### src/rtl/usr_burst.sv
// Universal shift register (hold/shift/rotate/ASR/load) with a self-timed burst engine.
// Latency: one cycle; every result appears on PAR_OUT/SER_OUT the cycle after its operating edge.
// Backpressure: none; START is ignored while a burst runs, and BUSY tells the caller when it may start again.
module usr_burst #(
    parameter int WIDTH = 8,
    parameter int CNT_W = 4
) (
    input  logic             CLK,
    input  logic             RST,
    input  logic             CLR,
    input  logic             EN,
    input  logic [2:0]       MODE,
    input  logic             SER_IN,
    input  logic [WIDTH-1:0] PAR_IN,
    input  logic             START,
    input  logic [CNT_W-1:0] COUNT,
    output logic [WIDTH-1:0] PAR_OUT,
    output logic             SER_OUT,
    output logic             BUSY,
    output logic             DONE
);

    typedef enum logic {
        S_IDLE = 1'b0,
        S_RUN  = 1'b1
    } state_t;

    localparam logic [2:0] M_SHR  = 3'b001;
    localparam logic [2:0] M_SHL  = 3'b010;
    localparam logic [2:0] M_ROR  = 3'b011;
    localparam logic [2:0] M_ROL  = 3'b100;
    localparam logic [2:0] M_ASR  = 3'b101;
    localparam logic [2:0] M_LOAD = 3'b110;

    state_t             state_q, state_d;
    logic [WIDTH-1:0]   r_q, r_d;
    logic               ser_q, ser_d;
    logic [CNT_W-1:0]   cnt_q, cnt_d;
    logic [2:0]         mode_q, mode_d;
    logic               done_q, done_d;

    // Reset and clear are both synchronous and have the same effect.
    logic               wipe;
    logic               last_op;
    logic               op_go;
    logic [2:0]         op_mode;

    assign wipe    = !RST || !CLR;
    assign last_op = (state_q == S_RUN) && (cnt_q == CNT_W'(1));

    // State register and all datapath flops; reset is folded into the _d logic.
    always_ff @(posedge CLK) begin
        state_q <= state_d;
        r_q     <= r_d;
        ser_q   <= ser_d;
        cnt_q   <= cnt_d;
        mode_q  <= mode_d;
        done_q  <= done_d;
    end

    // Next state: a burst leaves RUN on the edge doing its last op; a zero-length START never enters RUN.
    always_comb begin
        state_d = state_q;
        case (state_q)
            S_IDLE:  if (START && (COUNT != '0)) state_d = S_RUN;
            S_RUN:   if (last_op) state_d = S_IDLE;
            default: state_d = S_IDLE;
        endcase
        if (wipe) state_d = S_IDLE;
    end

    // Datapath and outputs: pick which op (if any) happens this edge, then apply it.
    always_comb begin
        r_d     = r_q;
        ser_d   = ser_q;
        cnt_d   = cnt_q;
        mode_d  = mode_q;
        done_d  = 1'b0;
        op_go   = 1'b0;
        op_mode = MODE;

        if (state_q == S_RUN) begin
            // Running bursts use the latched mode and ignore EN/MODE/START entirely.
            op_go   = 1'b1;
            op_mode = mode_q;
            cnt_d   = cnt_q - CNT_W'(1);
            done_d  = last_op;
        end else if (START) begin
            // The START edge only latches; it never performs an op, even with EN high.
            if (COUNT != '0) begin
                mode_d = MODE;
                cnt_d  = COUNT;
            end else begin
                done_d = 1'b1;
            end
        end else if (EN) begin
            op_go = 1'b1;
        end

        if (op_go) begin
            case (op_mode)
                M_SHR: begin
                    r_d   = {SER_IN, r_q[WIDTH-1:1]};
                    ser_d = r_q[0];
                end
                M_SHL: begin
                    r_d   = {r_q[WIDTH-2:0], SER_IN};
                    ser_d = r_q[WIDTH-1];
                end
                M_ROR: begin
                    r_d   = {r_q[0], r_q[WIDTH-1:1]};
                    ser_d = r_q[0];
                end
                M_ROL: begin
                    r_d   = {r_q[WIDTH-2:0], r_q[WIDTH-1]};
                    ser_d = r_q[WIDTH-1];
                end
                M_ASR: begin
                    r_d   = {r_q[WIDTH-1], r_q[WIDTH-1:1]};
                    ser_d = r_q[0];
                end
                M_LOAD:  r_d = PAR_IN;
                default: r_d = r_q;
            endcase
        end

        if (wipe) begin
            r_d    = '0;
            ser_d  = 1'b0;
            cnt_d  = '0;
            mode_d = '0;
            done_d = 1'b0;
        end
    end

    assign PAR_OUT = r_q;
    assign SER_OUT = ser_q;
    assign BUSY    = (state_q == S_RUN);
    assign DONE    = done_q;

endmodule

### config.mk
export PLATFORM = sky130hd
export DESIGN_NAME = usr_burst
export DESIGN_NICKNAME = d
export VERILOG_FILES = /design/src/rtl/usr_burst.sv
export SDC_FILE = /design/constraint.sdc
export NUM_CORES = 1
export LEC_CHECK = 0
export CORE_UTILIZATION = 35
export CTS_CLUSTER_SIZE = 24
export DETAILED_ROUTE_END_ITERATION = 10
export PLACE_DENSITY_LB_ADDON = 0.3
export SLEW_MARGIN = 20
export SYNTH_ARGS = -nofsm -noshare
export SYNTH_HDL_FRONTEND = slang
export SYNTH_SLANG_ARGS = --single-unit
### constraint.sdc
create_clock -name CLK -period 1.9 [get_ports CLK]
set_clock_uncertainty 0.1 [all_clocks]
set_input_delay 0.19 -clock CLK [delete_from_list [all_inputs] [get_ports CLK]]
set_output_delay 0.19 -clock CLK [all_outputs]
set_load 0.1 [all_outputs]
* Yosys cells after proc, flatten, opt, wreduce, memory -nomap -nowiden
Cells that the tools add are included.
** Storage, ports and cells
- Register bits after elaboration :: 18
- Word-level logic and storage cells :: 50
** Operators by class
- Reductions and logical operators :: 18
- Equality and inequality tests :: 7
- Mux-type cells :: 15
- Bitwise gates (word level) :: 2
- Add/sub/neg operators :: 1
** Operator list (count)
- $pmux 8 s6 :: 1
- $mux 4 :: 3
- $eq 3x3->1 const B :: 3
- $mux 1 :: 8
- $eq 3x2->1 const B :: 2
- $reduce_and 2->1 :: 3
- $reduce_and 3->1 :: 2
- $reduce_bool 2->1 :: 3
- $reduce_bool 6->1 :: 1
- $reduce_bool 5->1 :: 1
- $eq 4x1->1 const B :: 1
- $pmux 1 s2 :: 2
- $reduce_bool 4->1 :: 1
- $sub 4x1->4 const B :: 1
- $eq 3x1->1 const B :: 1
- $mux 3 :: 1
- $reduce_or 3->1 :: 1
- $logic_and 1x1->1 :: 2
- $logic_not 1->1 :: 2
- $not 1->1 :: 2
- $reduce_or 2->1 :: 1
- $logic_or 1x1->1 :: 1

* Depth between registers and ports, before layout
- Depth in word-level cells :: 5
- Depth in mapped cells :: 7

* Least setup slack after synthesis
Ideal clock, no wire load.
- Kind :: reg-to-reg
- From :: register state_q (netlist: BUSY)
- To :: register r_q[0] (netlist: PAR_OUT[0])
- Path slack :: -0.476 ns
- Data arrival time :: 2.150 ns
- Stages on the path, launching flop included :: 6
- Setup time :: 0.126 ns
- Period minus slack after synthesis :: 2.376 ns
- Path through :: dfxtp_1 > buf_6 > mux2_4 > or4_1 > o221ai_1 > o22ai_1
** On the way
- Longest elaborated chain between the ends :: 4
** RTL lines
- from (decl) :: line 35 : state_t state_q, state_d;
- from (signal assigned) :: line 53 : state_q <= state_d;
- $mux 3 :: line 82 : if (state_q == S_RUN) begin
- $eq 3x3->1 (tied with other cells) :: line 101 : case (op_mode)
- $reduce_bool 6->1 (no source line)
- $reduce_and 2->1 (no source line)
- to (signal assigned) :: line 54 : r_q <= r_d;
- to (decl) :: line 36 : logic [WIDTH-1:0] r_q, r_d;
Parallel ways exist; a longest one is shown, timed or not.
A chain may end at the register's enable or synchronous reset.

* Worst setup path in the final report
Same ends and word-level chain as after synthesis.

==> impl_metrics.toml <==
[min_path]
min-delay-start = "PAR_OUT[3]"
hold_class = "flop to flop"
hold_depth = 2
hold_end = "PAR_OUT[3]"

[place]
placed_cell_area_um2 = 1600
place_hpwl_um = 2570
gp_congestion = 0.821
port_buffers = 31
dp_worst_setup_slack_ps = -52.4

[synth]
yosysUniqueCellTypes = 46
syn_area_per_cell_um2 = 8.47
synth_ff_type = "dfxtp_1"
synth_seq_cells = 18
async_flop_share_pct = 0
yosys_warnings = 0
yosys-top-cells-count = "dfxtp_1 (18), nand2_1 (15), nor2_1 (7), o22ai_1 (7)"
synth_edf_count = 0
syn_area_um2 = 1220
synthesis.nets = 167
synth_area_leaders = "dfxtp_1 (30%), nand2_1 (4.6%), o221ai_1 (4.3%), mux2i_1 (4.1%), a211oi_1 (3.7%)"
synth_area_leader_cell = "dfxtp_1"
synth_top_area_share_pct = 29.5
yosysSeqAreaShare_pct = 29.5
synth.most_common_cell = "dfxtp_1"
synthCells = 144

[setup_path]
end_kind = "flop"
path_max_fanout = 20
crit_path_cell_trace = "mux2_2 > or4_1 > o221ai_1 > o22ai_1"
worstRegToRegCells = 4
crit_path_start_kind = "flop"
crit_family = "flip-flops"
r2r-end = "PAR_OUT[0]"
required_ps = 1980
critPathSlowestCell = "dfxtp_4"
crit_buf_inv = 0
reg2reg_slack_ps = 120
path_class = "flop to flop"
worstPathArrival_ps = 1860
r2r_start = "BUSY"
critPathMaxStageDelay_ps = 500

[sta]
drv_slew = 0
worst_slack_ps = 118
worstMarginPinSlew_ps = 396
min_period_over_period_pct = 93.8
setup_viol = 0
grt_setup_unrepaired = "false"
fmax_mhz = 561
report.final.hold_viol_count = 0
post-route-min-period_ps = 1780
max-slew-margin-rel_pct = 73.5

[floorplan]
rows = 21
die_x_um = 61.0
die-area_um2 = 3730
start_util_pct = 36.6
placeableCoreArea_um2 = 3340
chipHeight_um = 61.0
ios = 32

[clock_network]
cts_resized = 0
cts_tree = "built"
cts_buffers = 3
clockBufferDepth = 2
htreeDepth = 1
cts-root-buf = "clkbuf_4"
postCtsHoldBufs = 0
clkSinkCount = 18
postCtsSetupRepairBufs = 0
clkLatencyLatePin_ps = 300
clk_pin_slew_ps = 110

[pwr]
p_per_area_nw_per_um2 = 549
ir_drop_mv = 0.227
leakage_nw = 0.623
p_total_uw = 890

[drt]
drt_wl_total_um = 3380
routedWlPerCell_um = 14.9
firstDrtPassIters = 4
num_vias = 1295
ant_nets = 0
post-route-drc-count = 0
drtIter0Drc = 52
vias_per_cell = 5.73

[global_routing]
grt_pass1_vias = 1195
antenna_found_initial = 0
grt_max_degree = 21
grt_overflow = 0
grtUsageTotal_pct = 19.2
grt_pass1_wl_um = 5330

[status]
outcome = "completed"

[cells_and_area]
final_nets = 204
post-route-util_pct = 48.6
drive_above_1_share_pct = 20.0
area_growth_pct = 32.9
fillCellCount = 347
diodes = 0
design_area_um2 = 1620

[flow_run]
drv_cap = 0
[where the power goes]
group          internal, mW  switching [mW]  total [mW]
logic                 0.133           0.142       0.275
clock network        0.0817           0.125       0.206
registers             0.388          0.0204       0.409
total                 0.603           0.287       0.890
[kinds of logic (layout without fill, tap and decap cells)]
| kind of cell | after synthesis | count (layout) | synth area share, % |
|---|---|---|---|
| AOI/OAI and AO/OA | 51 | 51 | 31.2 |
| and+or+nand+nor | 46 | 46 | 19.7 |
| muxes | 8 | 8 | 7.18 |
| buffers and inverters | 15 | 51 | 7.49 |
| DFF | 18 | 18 | 29.5 |
| adders and majority gates | 2 | 2 | 2.05 |
| xor gates and xnor gates | 4 | 4 | 2.87 |
[layout make-up]
class,instances,area [um^2],area share (%)
well taps,46,57.6,3.55
flip-flops and latches,18,365,22.5
multi-input cells,111,768,47.4
repair buffers,44,393,24.2
inverters,3,11.3,0.694
clock buffers,4,26.3,1.62
[per-stage QoR]
step	hold slack, ps	TNS (ps)	cells
2_1_floorplan	237	0	144
3_3_place_gp	390	-2.12	222
3_5_place_dp	403	-156	222
4_1_cts	420	0	226
5_1_grt	441	0	226
6_report	422	0	226
[metal layers]
metal	up-vias	wire [um]	track usage, %
li1	618	-	-
met1	625	1540	24.7
met5	-	0	0
met4	0	61	7.14
met3	8	145	3.36
met2	44	1630	32.0
[sequential cells by signal (all words and copies together) (netlist names)]
| signal | count |
|---|---|
| BUSY | 1 |
| DONE | 1 |
| PAR_OUT | 8 |
| SER_OUT | 1 |
| cnt_q | 4 |
| mode_q | 3 |
[worst register-to-register path, stage by stage, from the launching register on]
cell and delay [ps]:
dfxtp_4 500, mux2_2 400, or4_1 480, o221ai_1 90, o22ai_1 100
[worst max-delay path by stage]
stage            start  cells after the start          to
6_report          BUSY                      4  PAR_OUT[0]
5_1_grt           BUSY                      4  PAR_OUT[0]
4_1_cts           BUSY                      4  PAR_OUT[0]
3_5_place_dp   MODE[0]                      5  PAR_OUT[0]
3_3_place_gp   MODE[1]                      6  PAR_OUT[4]
2_1_floorplan     BUSY                      5  PAR_OUT[0]
[placed cells by master (no fill, tap or decap), types with 4 or more instances in the layout]
master           synthesis  final
nand2_1                 15     15
o21bai_1                 6      6
nor2_1                   7      7
mux2i_1                  5      5
a211oi_1                 6      6
xnor2_1                  4      4
clkdlybuf4s50_1          0     20
o221ai_1                 6      6
buf_4                    0     23
dfxtp_1                 18     16
o22ai_1                  7      7
o21ai_0                  4      4
Power figures use the tool's default switching activity.
